**src/rtl/logic_issue.sv**
```systemverilog
// rtl/logic_issue.sv - issue stage feeding a combinational 16-bit logic unit
//
// Purpose: accepts (A, B, code) requests over a valid/ready handshake, queues
// them in a DEPTH-entry FIFO, presents one request at a time on registered
// lu_* lines, captures the unit's result and returns it over a second
// valid/ready handshake. Illegal codes return a zero result with out_err set.
//
// Ports:
//   clk, rst                 clock (rising edge), async active-high reset
//   in_valid/in_ready        request handshake; in_a, in_b, in_code payload
//   lu_a, lu_b, lu_code      registered operands/code to the logic unit
//   lu_c                     combinational result from the logic unit
//   out_valid/out_ready      result handshake; out_c, out_code, out_err payload
//   busy                     FIFO non-empty or request in flight
module logic_issue #(
  parameter int WIDTH = 16,
  parameter int DEPTH = 4
) (
  input  logic             clk,
  input  logic             rst,
  input  logic             in_valid,
  output logic             in_ready,
  input  logic [WIDTH-1:0] in_a,
  input  logic [WIDTH-1:0] in_b,
  input  logic [2:0]       in_code,
  output logic [WIDTH-1:0] lu_a,
  output logic [WIDTH-1:0] lu_b,
  output logic [2:0]       lu_code,
  input  logic [WIDTH-1:0] lu_c,
  output logic             out_valid,
  input  logic             out_ready,
  output logic [WIDTH-1:0] out_c,
  output logic [2:0]       out_code,
  output logic             out_err,
  output logic             busy
);

  localparam int AW = (DEPTH > 1) ? $clog2(DEPTH) : 1;
  localparam logic [AW:0] FULL = (AW+1)'(DEPTH);

  typedef enum logic [1:0] {S_IDLE, S_ISSUE, S_DONE} state_t;

  typedef struct packed {
    logic [2:0]       code;
    logic [WIDTH-1:0] b;
    logic [WIDTH-1:0] a;
  } req_t;

  function automatic logic illegal_code(input logic [2:0] c);
    return !((c == 3'b000) || (c == 3'b001) || (c == 3'b010) || (c == 3'b100));
  endfunction

  state_t           state_q, state_d;
  req_t             mem_q [DEPTH];
  req_t             mem_d [DEPTH];
  logic [AW-1:0]    wr_ptr_q, wr_ptr_d;
  logic [AW-1:0]    rd_ptr_q, rd_ptr_d;
  logic [AW:0]      count_q, count_d;
  logic [WIDTH-1:0] lu_a_q, lu_a_d;
  logic [WIDTH-1:0] lu_b_q, lu_b_d;
  logic [2:0]       lu_code_q, lu_code_d;
  logic             out_valid_q, out_valid_d;
  logic [WIDTH-1:0] out_c_q, out_c_d;
  logic [2:0]       out_code_q, out_code_d;
  logic             out_err_q, out_err_d;

  logic push;
  logic pop;
  req_t head;

  // in_ready depends only on the registered count, so a pop in the same
  // cycle never frees a slot for a push while full.
  assign in_ready  = (count_q < FULL);
  assign busy      = (count_q != '0) || (state_q != S_IDLE);
  assign lu_a      = lu_a_q;
  assign lu_b      = lu_b_q;
  assign lu_code   = lu_code_q;
  assign out_valid = out_valid_q;
  assign out_c     = out_c_q;
  assign out_code  = out_code_q;
  assign out_err   = out_err_q;

  always_comb begin
    state_d     = state_q;
    mem_d       = mem_q;
    wr_ptr_d    = wr_ptr_q;
    rd_ptr_d    = rd_ptr_q;
    count_d     = count_q;
    lu_a_d      = lu_a_q;
    lu_b_d      = lu_b_q;
    lu_code_d   = lu_code_q;
    out_valid_d = out_valid_q;
    out_c_d     = out_c_q;
    out_code_d  = out_code_q;
    out_err_d   = out_err_q;
    pop         = 1'b0;
    push        = in_valid && in_ready;
    head        = mem_q[rd_ptr_q];

    case (state_q)
      S_IDLE: begin
        if (count_q != '0) begin
          pop     = 1'b1;
          state_d = S_ISSUE;
        end
      end
      S_ISSUE: begin
        // lu_* have been stable for a full cycle; sample the unit once.
        out_c_d     = illegal_code(lu_code_q) ? '0 : lu_c;
        out_code_d  = lu_code_q;
        out_err_d   = illegal_code(lu_code_q);
        out_valid_d = 1'b1;
        state_d     = S_DONE;
      end
      S_DONE: begin
        if (out_ready) begin
          out_valid_d = 1'b0;
          if (count_q != '0) begin
            pop     = 1'b1;
            state_d = S_ISSUE;
          end else begin
            state_d = S_IDLE;
          end
        end
      end
      default: state_d = S_IDLE;
    endcase

    if (pop) begin
      lu_a_d    = head.a;
      lu_b_d    = head.b;
      lu_code_d = head.code;
      rd_ptr_d  = rd_ptr_q + 1'b1;
    end

    // A pop only happens with count > 0, so the write slot never aliases
    // the head being read in the same cycle.
    if (push) begin
      mem_d[wr_ptr_q] = '{code: in_code, b: in_b, a: in_a};
      wr_ptr_d        = wr_ptr_q + 1'b1;
    end

    case ({push, pop})
      2'b10:   count_d = count_q + 1'b1;
      2'b01:   count_d = count_q - 1'b1;
      default: count_d = count_q;
    endcase
  end

  always_ff @(posedge clk or posedge rst) begin
    if (rst) begin
      state_q     <= S_IDLE;
      for (int i = 0; i < DEPTH; i++) mem_q[i] <= '0;
      wr_ptr_q    <= '0;
      rd_ptr_q    <= '0;
      count_q     <= '0;
      lu_a_q      <= '0;
      lu_b_q      <= '0;
      lu_code_q   <= '0;
      out_valid_q <= 1'b0;
      out_c_q     <= '0;
      out_code_q  <= '0;
      out_err_q   <= 1'b0;
    end else begin
      state_q     <= state_d;
      mem_q       <= mem_d;
      wr_ptr_q    <= wr_ptr_d;
      rd_ptr_q    <= rd_ptr_d;
      count_q     <= count_d;
      lu_a_q      <= lu_a_d;
      lu_b_q      <= lu_b_d;
      lu_code_q   <= lu_code_d;
      out_valid_q <= out_valid_d;
      out_c_q     <= out_c_d;
      out_code_q  <= out_code_d;
      out_err_q   <= out_err_d;
    end
  end

endmodule

```
**config.mk**
```make
export PLATFORM = sky130hd
export DESIGN_NAME = logic_issue
export DESIGN_NICKNAME = d
export VERILOG_FILES = /design/src/rtl/logic_issue.sv
export SDC_FILE = /design/constraint.sdc
export NUM_CORES = 1
export LEC_CHECK = 0
export CORE_ASPECT_RATIO = 1.5
export CORE_UTILIZATION = 59
export DETAILED_ROUTE_END_ITERATION = 8
export GPL_TIMING_DRIVEN = 0
export PLACE_DENSITY = 0.93
export SYNTH_ARGS = -nofsm -noshare
export SYNTH_HDL_FRONTEND = slang
export SYNTH_SLANG_ARGS = --single-unit
```
**constraint.sdc**
```tcl
create_clock -name clk -period 14.03 [get_ports clk]
set_clock_uncertainty 0.1 [all_clocks]
set_input_delay 2.806 -clock clk [delete_from_list [all_inputs] [get_ports clk]]
set_output_delay 2.806 -clock clk [all_outputs]
set_load 0.01 [all_outputs]
```
==> impl_metrics.yaml, run 1 <==
detailed_routing:
  final_antenna_net_count: 0
  top_layer: "met4"
  num_vias: 4939
  via_per_inst: 5.82
  drt_wl_total_um: 17800
  met1_length_um: 6880
  drt_iter0_markers: 176
  drtPass1Iterations: 4
  wl_met3_um: 592
  wl_met2_um: 9840
  post_drt_wl_per_cell_um: 21.0
  drc: 0
run_status:
  outcome: "complete, no violations"
flow_run:
  drv_cap: 0
global_route:
  grt_pass1_wl_um: 28400
  grtUsageTotal_pct: 24.9
  antenna_found_initial: 0
  grt_max_degree: 107
  grt.overflow.total: 0
  grt_pass1_vias: 5397
setup_path:
  required_ns: 11.12
  critPathKind: "reg -> out"
  cp-end-kind: "output port"
  start_kind: "flop"
  cp_max_fo: 4
  worst_ep_arrival_time_ns: 1.89
cts:
  holdBufCountCts: 0
  clk_latency_ns: 0.49
  cts_tree: "built"
  htreeDepth: 1
  postCtsSetupRepairBufs: 0
  numCtsBuffers: 20
  clkTransAtPathRegs_ns: 0.06
  cts.sinks: 205
  cts-root-buf: "clkbuf_16"
  cts_buffer_depth: 3
  cts_resized: 0
layout:
  fin_cells: 849
  fin_util_pct: 75.4
  drive_gt1_share_pct: 40.2
  diodes: 0
  syn_to_final_growth_pct: 24.3
  final_common_cell: "dfrtp_1"
  postLayoutCellArea_um2: 10700
  layout_common_cells: "205 x dfrtp_1, 164 x mux2_2, 112 x clkdlybuf4s50_1"
  final_nets: 705
place:
  gp_congestion: 0.805
  place_area_um2: 9970
  placed_cells: 814
  io_buffers: 112
  dp_slack_ns: 9.22
  dp_hpwl_um: 12100
die:
  chipWidth_um: 100
  coreArea_um2: 14100
  ios: 113
  num_rows: 53
  dieArea_um2: 15000
  initial_core_util_pct: 60.7
  die_h_um: 150
synth:
  ys.warnings.count: 0
  synth_top_area_share_pct: 59.8
  ys_seq_area_share_pct: 59.8
  synth-seq-cells: 205
  yosys-top-cells-area: "dfrtp_1 60%, mux2_2 22%, mux4_2 9.2%"
  synth.distinct_cells: 28
  netlist_area_um2: 8570
  synth_top_cell_by_area: "dfrtp_1"
  avgSynthCellArea_um2: 16.8
  synth_fp_nets: 570
  postSynthCellCount: 509
sta:
  setup_tns_ns: 0
  worst_pin_slew_ns: 0.768
  whs_ns: 0.395
  fmax_mhz: 208
  setup_viol: 0
  hold_viol: 0
  post-route-period-util_pct: 34.2
  rsz0062_at_grt: "no"
  relSlewSlack_pct: 48.8
  period_needed_ns: 4.80
  setup_slack_ns: 9.23
  report.final.slew_viol_count: 0
power_and_ir_drop:
  p_total_mw: 2.68
  power_density_nw_per_um2: 252
  switching_share_pct: 29.9
  p_clk_share_pct: 20.3
  ir_drop_mv: 0.137
  leakagePower_nw: 4.60
  p_switching_mw: 0.803
  combPwrFrac_pct: 40.4
  p_int_mw: 1.88
  power.share.sequential_pct: 39.3
hold_path:
  hp-class: "reg -> reg"
area by class of cell:
| type | count | area [um^2] |
|---|---|---|
| Multi-Input combinational cell | 266 | 3230 |
| Fill cell | 851 | 3470 |
| Clock inverter | 5 | 63.8 |
| Inverter | 10 | 45.0 |
| Buffer | 28 | 179 |
| Timing Repair Buffer | 113 | 1150 |
| Sequential cell | 205 | 5130 |
| Clock buffer | 30 | 619 |
| Tap cell | 192 | 240 |
metal layers:
layer	track usage (%)	up-vias
met4	8.41	0
met2	45.4	118
met3	3.32	35
met5	0	-
li1	-	2141
met1	30.3	2645
state kept, by name, summed over array words and instances (netlist names), 2 cells and up:
name,flops
rd_ptr_q,2
lu_b,16
mem_q,140
lu_a,16
state_q,2
count_q,3
lu_code,3
wr_ptr_q,2
out_code,3
out_c,16
worst paths after layout:
check / startpoint / end / slack (ns) / depth (start not counted)
setup / recovery: count_q[0]$_DFFE_PP0P_ / busy / 9.23 / 3
hold / removal: mem_q[81]$_DFFE_PP0P_ / mem_q[81]$_DFFE_PP0P_ / 0.39 / 1
setup reg to reg: rd_ptr_q[1]$_DFFE_PP0P_ / lu_b[0]$_DFFE_PP0P_ / 11.93 / 4
hold reg to reg: mem_q[81]$_DFFE_PP0P_ / mem_q[81]$_DFFE_PP0P_ / 0.39 / 1
max in group asynchronous: rst / mem_q[135]$_DFFE_PP0P_ / 10.16 / 3
min in group asynchronous: rst / mem_q[118]$_DFFE_PP0P_ / 2.75 / 2
worst max-delay path, cell delays in order (launching register included):
cell and delay, ns:
dfrtp_1 0.41, nor3_2 0.39, nand2_1 0.09, clkdlybuf4s50_1 0.51
cells by family after synthesis:
family,synth area share [%]
compound gates,1.93
xor+xnor,0.613
fa+ha+maj,1.08
buf+inv,2.52
flops,59.8
mux,32.7
simple gates,1.34
Yosys cell counts:
cell / n
clkbuf_1: 4
nor2b_1: 2
mux2_2: 164
maj3_1: 1
nand2b_1: 2
ha_1: 5
nor2_1: 2
mux2_1: 14
o21ai_0: 2
a22o_1: 16
nor3_1: 1
nor2_2: 1
fa_1: 1
nand2_2: 4
buf_2: 16
mux2i_1: 1
nor3_2: 1
nand2_1: 3
clkbuf_2: 1
buf_6: 7
mux4_2: 35
a21oi_1: 3
dfrtp_1: 205
xor2_1: 3
nor3_4: 1
xnor2_1: 3
nor4b_1: 1
inv_1: 10
power by group through the flow:
stage | clock network [mW] | registers (mW) | logic [mW]
after global placement | 0 | 1.03 | 1.03
after CTS | 0.554 | 1.05 | 1.10
final | 0.545 | 1.06 | 1.08
after global routing | 0.574 | 1.09 | 1.16
after floorplan | 0 | 1.04 | 0.722
after detailed placement | 0 | 1.06 | 1.09
Power figures use the tool's default switching activity.
==> run 2, diff against run 1 <==
CORE_UTILIZATION = 55   (was 59)
PLACE_DENSITY = 0.88   (was 0.93)
clock period = 4.9 ns   (was 14.03 ns; I/O delays follow)
==> run 2 against run 1 <==
Utilization fell by 4.4 points. Final area rose by 0.89%. Critical path depth did not move. Count of clock-buffer cells in the layout rose by 1.
==> impl_metrics.yaml, run 2 (same netlist as run 1, synthesis figures left out) <==
cts:
  cts_tree: "built"
  clkTransAtPathRegs_ns: 0.06
  cts-root-buf: "clkbuf_16"
  htreeDepth: 1
  holdBufCountCts: 0
  postCtsSetupRepairBufs: 0
  cts.sinks: 205
  clk_latency_ns: 0.48
  numCtsBuffers: 20
  cts_buffer_depth: 3
  cts_resized: 0
power_and_ir_drop:
  p_int_mw: 5.50
  ir_drop_mv: 0.420
  p_clk_share_pct: 21.4
  power.share.sequential_pct: 38.8
  power_density_nw_per_um2: 722
  switching_share_pct: 29.1
  p_total_mw: 7.77
  leakagePower_nw: 4.63
  combPwrFrac_pct: 39.7
  p_switching_mw: 2.26
layout:
  diodes: 0
  final_nets: 708
  syn_to_final_growth_pct: 25.4
  final_common_cell: "dfrtp_1"
  drive_gt1_share_pct: 39.9
  layout_common_cells: "205 x dfrtp_1, 164 x mux2_2, 112 x clkdlybuf4s50_1"
  largest_register_ffs: 140
  postLayoutCellArea_um2: 10700
  largest-register: "mem_q"
detailed_routing:
  drc: 0
  post_drt_wl_per_cell_um: 20.7
  drtPass1Iterations: 4
  final_antenna_net_count: 0
  drt_iter0_markers: 150
  num_vias: 4838
  drt_wl_total_um: 17800
  via_per_inst: 5.63
die:
  coreArea_um2: 15100
  die_h_um: 155
  initial_core_util_pct: 56.6
  dieArea_um2: 16100
  ios: 113
  chipWidth_um: 104
  num_rows: 55
global_route:
  grt_max_degree: 48
  grt_pass1_wl_um: 29400
  met1_usage_pct: 26.9
  grt_use_met2_pct: 43.6
  grt.overflow.total: 0
  grt_pass1_vias: 5608
  grtUsageTotal_pct: 23.3
  grt-busiest-layer: "met2"
  use_met3_pct: 3.48
  antenna_found_initial: 0
sta:
  period_needed_ns: 3.00
  setup_slack_ns: 1.90
  relSlewSlack_pct: 46.9
  setup_tns_ns: 0
  rsz0062_at_grt: "no"
  hold_viol: 0
  fmax_mhz: 333
  setup_viol: 0
  whs_ns: 0.395
  report.final.slew_viol_count: 0
  worst_pin_slew_ns: 0.795
  post-route-period-util_pct: 61.3
place:
  dp_slack_ns: 1.67
  io_buffers: 112
  dp_hpwl_um: 12000
  place_area_um2: 10000
  gp_congestion: 0.808
flow_run:
  drv_cap: 0
hold_path:
  hp-class: "reg -> reg"
setup_path:
  cp_max_fo: 4
  r2r_slack_ns: 2.82
  cp-end-kind: "output port"
  worst_ep_arrival_time_ns: 1.92
  required_ns: 3.82
  critPathKind: "reg -> out"
  start_kind: "flop"
run_status:
  outcome: "complete, no violations"
## run 2: changes by cell type in the layout (fill, tap and decap cells not counted)
cell / previous run / this run
clkinv_8: 1 / 0
clkbuf_1: 7 / 11
bufinv_16: 1 / 4
inv_8: 1 / 0
clkinv_2: 2 / 0
clkinvlp_4: 1 / 2
clkbuf_8: 6 / 3
buf_12: 0 / 4
buf_16: 1 / 0
## run 2: path summary, 6_finish.rpt
check / cells after the start / start / endpoint
min in group asynchronous: 2 / rst / out_c[15]$_DFFE_PP0P_
worst min-delay path: 1 / mem_q[13]$_DFFE_PP0P_ / mem_q[13]$_DFFE_PP0P_
worst min register to register: 1 / mem_q[13]$_DFFE_PP0P_ / mem_q[13]$_DFFE_PP0P_
worst max-delay path: 3 / count_q[0]$_DFFE_PP0P_ / busy
max in group asynchronous: 6 / rst / mem_q[3]$_DFFE_PP0P_
worst max register to register: 8 / state_q[1]$_DFFE_PP0P_ / count_q[2]$_DFFE_PP0P_
## run 2: power groups by stage
stage	Sequential, mW	Combinational (mW)	Clock, mW
global placement	2.94	2.97	0
floorplan	2.99	2.07	0
finish	3.01	3.09	1.67
CTS	3.02	3.14	1.70
detailed placement	3.03	3.11	0
global route	3.11	3.31	1.75
## run 2: cell type report
| type | count | area (um^2) |
|---|---|---|
| Fill cell | 954 | 4390 |
| Inverter | 10 | 41.3 |
| Timing Repair Buffer | 116 | 1200 |
| Clock buffer | 31 | 593 |
| Buffer | 28 | 179 |
| Tap cell | 199 | 249 |
| Sequential cell | 205 | 5130 |
| Multi-Input combinational cell | 266 | 3230 |
| Clock inverter | 5 | 128 |
## run 2: critical path, stage by stage, from the launching register on
cell and delay, ns:
dfrtp_1 0.41, nor3_2 0.40, nand2_1 0.11, clkdlybuf4s50_1 0.52
## run 2: per-stage QoR
stage,cells,utilization (%)
4_1_cts,860,71.0
5_1_grt,860,71.0
2_1_floorplan,509,-
3_3_place_gp,820,65.7
3_5_place_dp,824,66.2
6_report,860,71.0
## run 2: per-layer routing
metal | share of wire (%) | vias up
li1 | - | 2140
met1 | 38 | 2562
met2 | 56 | 96
met3 | 3.5 | 40
met4 | 2.6 | 0
met5 | 0 | -
==> run 3, diff against run 2 <==
CORE_UTILIZATION = 50   (was 55)
PLACE_DENSITY = 0.84   (was 0.88)
clock period = 2.75 ns   (was 4.9 ns; I/O delays follow)
==> run 3 against run 2 <==
Utilization fell by 7.6 points. Non-clock buffer count is 1 higher. Worst setup slack got worse by 1.7 ns. Final cell count rose by 0.70%. First-iteration DRC count fell by 11%. Global-route usage fell by 2.2 points. Count of clock-buffer cells in the layout is 3 lower. Largest cell class unchanged.
==> impl_metrics.yaml, run 3 (same netlist as run 1, synthesis figures left out) <==
layout:
  final_nets: 708
  drive_gt1_share_pct: 39.8
  diodes: 0
  largest_register_ffs: 140
  largest-register: "mem_q"
  syn_to_final_growth_pct: 23.9
  final_common_cell: "dfrtp_1"
  layout_common_cells: "205 x dfrtp_1, 164 x mux2_2, 112 x clkdlybuf4s50_1"
  fin_cells: 866
power_and_ir_drop:
  leakagePower_nw: 4.57
  p_switching_mw: 3.93
  p_clk_share_pct: 18.2
  power.share.sequential_pct: 40.4
  p_int_mw: 9.32
  power_density_nw_per_um2: 1250
  switching_share_pct: 29.7
  combPwrFrac_pct: 41.4
  ir_drop_mv: 0.687
  p_total_mw: 13.2
sta:
  rsz0062_at_grt: "no"
  setup_slack_ns: 0.212
  report.final.slew_viol_count: 0
  fmax_mhz: 394
  period_needed_ns: 2.54
  post-route-period-util_pct: 92.3
  relSlewSlack_pct: 51.3
  hold_viol: 0
  setup_tns_ns: 0
  setup_viol: 0
  worst_pin_slew_ns: 0.730
detailed_routing:
  post_drt_wl_per_cell_um: 20.1
  drt_iter0_markers: 133
  drtPass1Iterations: 4
  drc: 0
  via_per_inst: 5.61
  final_antenna_net_count: 0
  drt_wl_total_um: 17400
  num_vias: 4854
cts:
  numCtsBuffers: 19
  clkTransAtPathRegs_ns: 0.06
  cts-root-buf: "clkbuf_16"
  cts_resized: 0
  cts_tree: "built"
  cts_buffer_depth: 3
  holdBufCountCts: 0
  clk_latency_ns: 0.47
  postCtsSetupRepairBufs: 0
  cts.sinks: 205
  htreeDepth: 1
global_route:
  grt_max_degree: 43
  grtUsageTotal_pct: 21.0
  grt_pass1_wl_um: 28300
  grt_pass1_vias: 5448
  antenna_found_initial: 0
  grt.overflow.total: 0
setup_path:
  worst_ep_arrival_time_ns: 1.89
  cpPeakStageDelay_ns: 0.50
  start_kind: "flop"
  required_ns: 2.10
  critPathKind: "reg -> out"
  cp_max_fo: 4
  cpMaxStageDelayCell: "clkdlybuf4s50_1"
  r2r_slack_ns: 0.66
  cp-end-kind: "output port"
  path_cells: "nor3_2 -> nand2_1 -> clkdlybuf4s50_1"
die:
  num_rows: 58
  dieArea_um2: 17700
  ios: 113
  coreArea_um2: 16800
  chipWidth_um: 109
  die_h_um: 162
  initial_core_util_pct: 51.1
place:
  placed_cells: 836
  dp_hpwl_um: 12200
  gp_congestion: 0.756
  dp_slack_ns: 0.178
  io_buffers: 112
hold_path:
  hp-class: "reg -> reg"
flow_run:
  drv_cap: 0
run_status:
  outcome: "complete, no violations"
[run 3: cell types whose count changed in the layout (fill, tap and decap cells not counted), sizes merged]
| cell | previous run | this run |
|---|---|---|
| bufinv | 4 | 0 |
| clkbuf | 36 | 33 |
| clkinv | 0 | 2 |
| buf | 27 | 28 |
| clkinvlp | 2 | 1 |
[run 3: final timing paths]
kind / to / depth (start not counted) / startpoint
worst max-delay path: busy / 3 / count_q[0]$_DFFE_PP0P_
worst min-delay path: mem_q[13]$_DFFE_PP0P_ / 1 / mem_q[13]$_DFFE_PP0P_
worst max register to register: lu_b[14]$_DFFE_PP0P_ / 4 / rd_ptr_q[1]$_DFFE_PP0P_
worst min register to register: mem_q[13]$_DFFE_PP0P_ / 1 / mem_q[13]$_DFFE_PP0P_
max in group asynchronous: mem_q[72]$_DFFE_PP0P_ / 5 / rst
min in group asynchronous: state_q[1]$_DFFE_PP0P_ / 2 / rst
[run 3: layout make-up]
cell class | instances | area, um^2
Fill cell | 1184 | 6140
Clock buffer | 28 | 549
Clock inverter | 2 | 10.0
Tap cell | 210 | 263
Inverter | 10 | 41.3
Buffer | 28 | 179
Timing Repair Buffer | 117 | 1220
Multi-Input combinational cell | 266 | 3230
Sequential cell | 205 | 5130
[run 3: critical path, delay by kind of cell (launching register included)]
family / cells / cell delay [ns]
DFF: 1 / 0.42
and+or+nand+nor: 2 / 0.50
buffers and inverters: 1 / 0.50
[run 3: routing by layer]
layer	share of wire, %	GRT usage (%)	wire length [um]	up-vias
met4	3.7	8.66	644	0
met5	0	0	0	-
met1	38	25.4	6670	2563
met3	3.3	2.68	581	43
li1	-	-	-	2145
met2	55	37.4	9540	103
[run 3: stage by stage]
step	utilization [%]	hold slack [ns]	cell area, um^2
global route	63.4	0.416	10600
CTS	63.4	0.396	10600
floorplan	-	0.359	8580
global placement	59.4	0.368	9960
detailed placement	60.0	0.382	10100
finish	63.4	0.394	10600
[run 3: power groups by stage]
stage,sequential [mW],combinational (mW),clock (mW)
3_3_place_gp,5.24,5.30,0
2_1_floorplan,5.33,3.68,0
3_5_place_dp,5.40,5.54,0
5_1_grt,5.52,5.88,2.60
6_report,5.35,5.48,2.41
4_1_cts,5.35,5.58,2.49
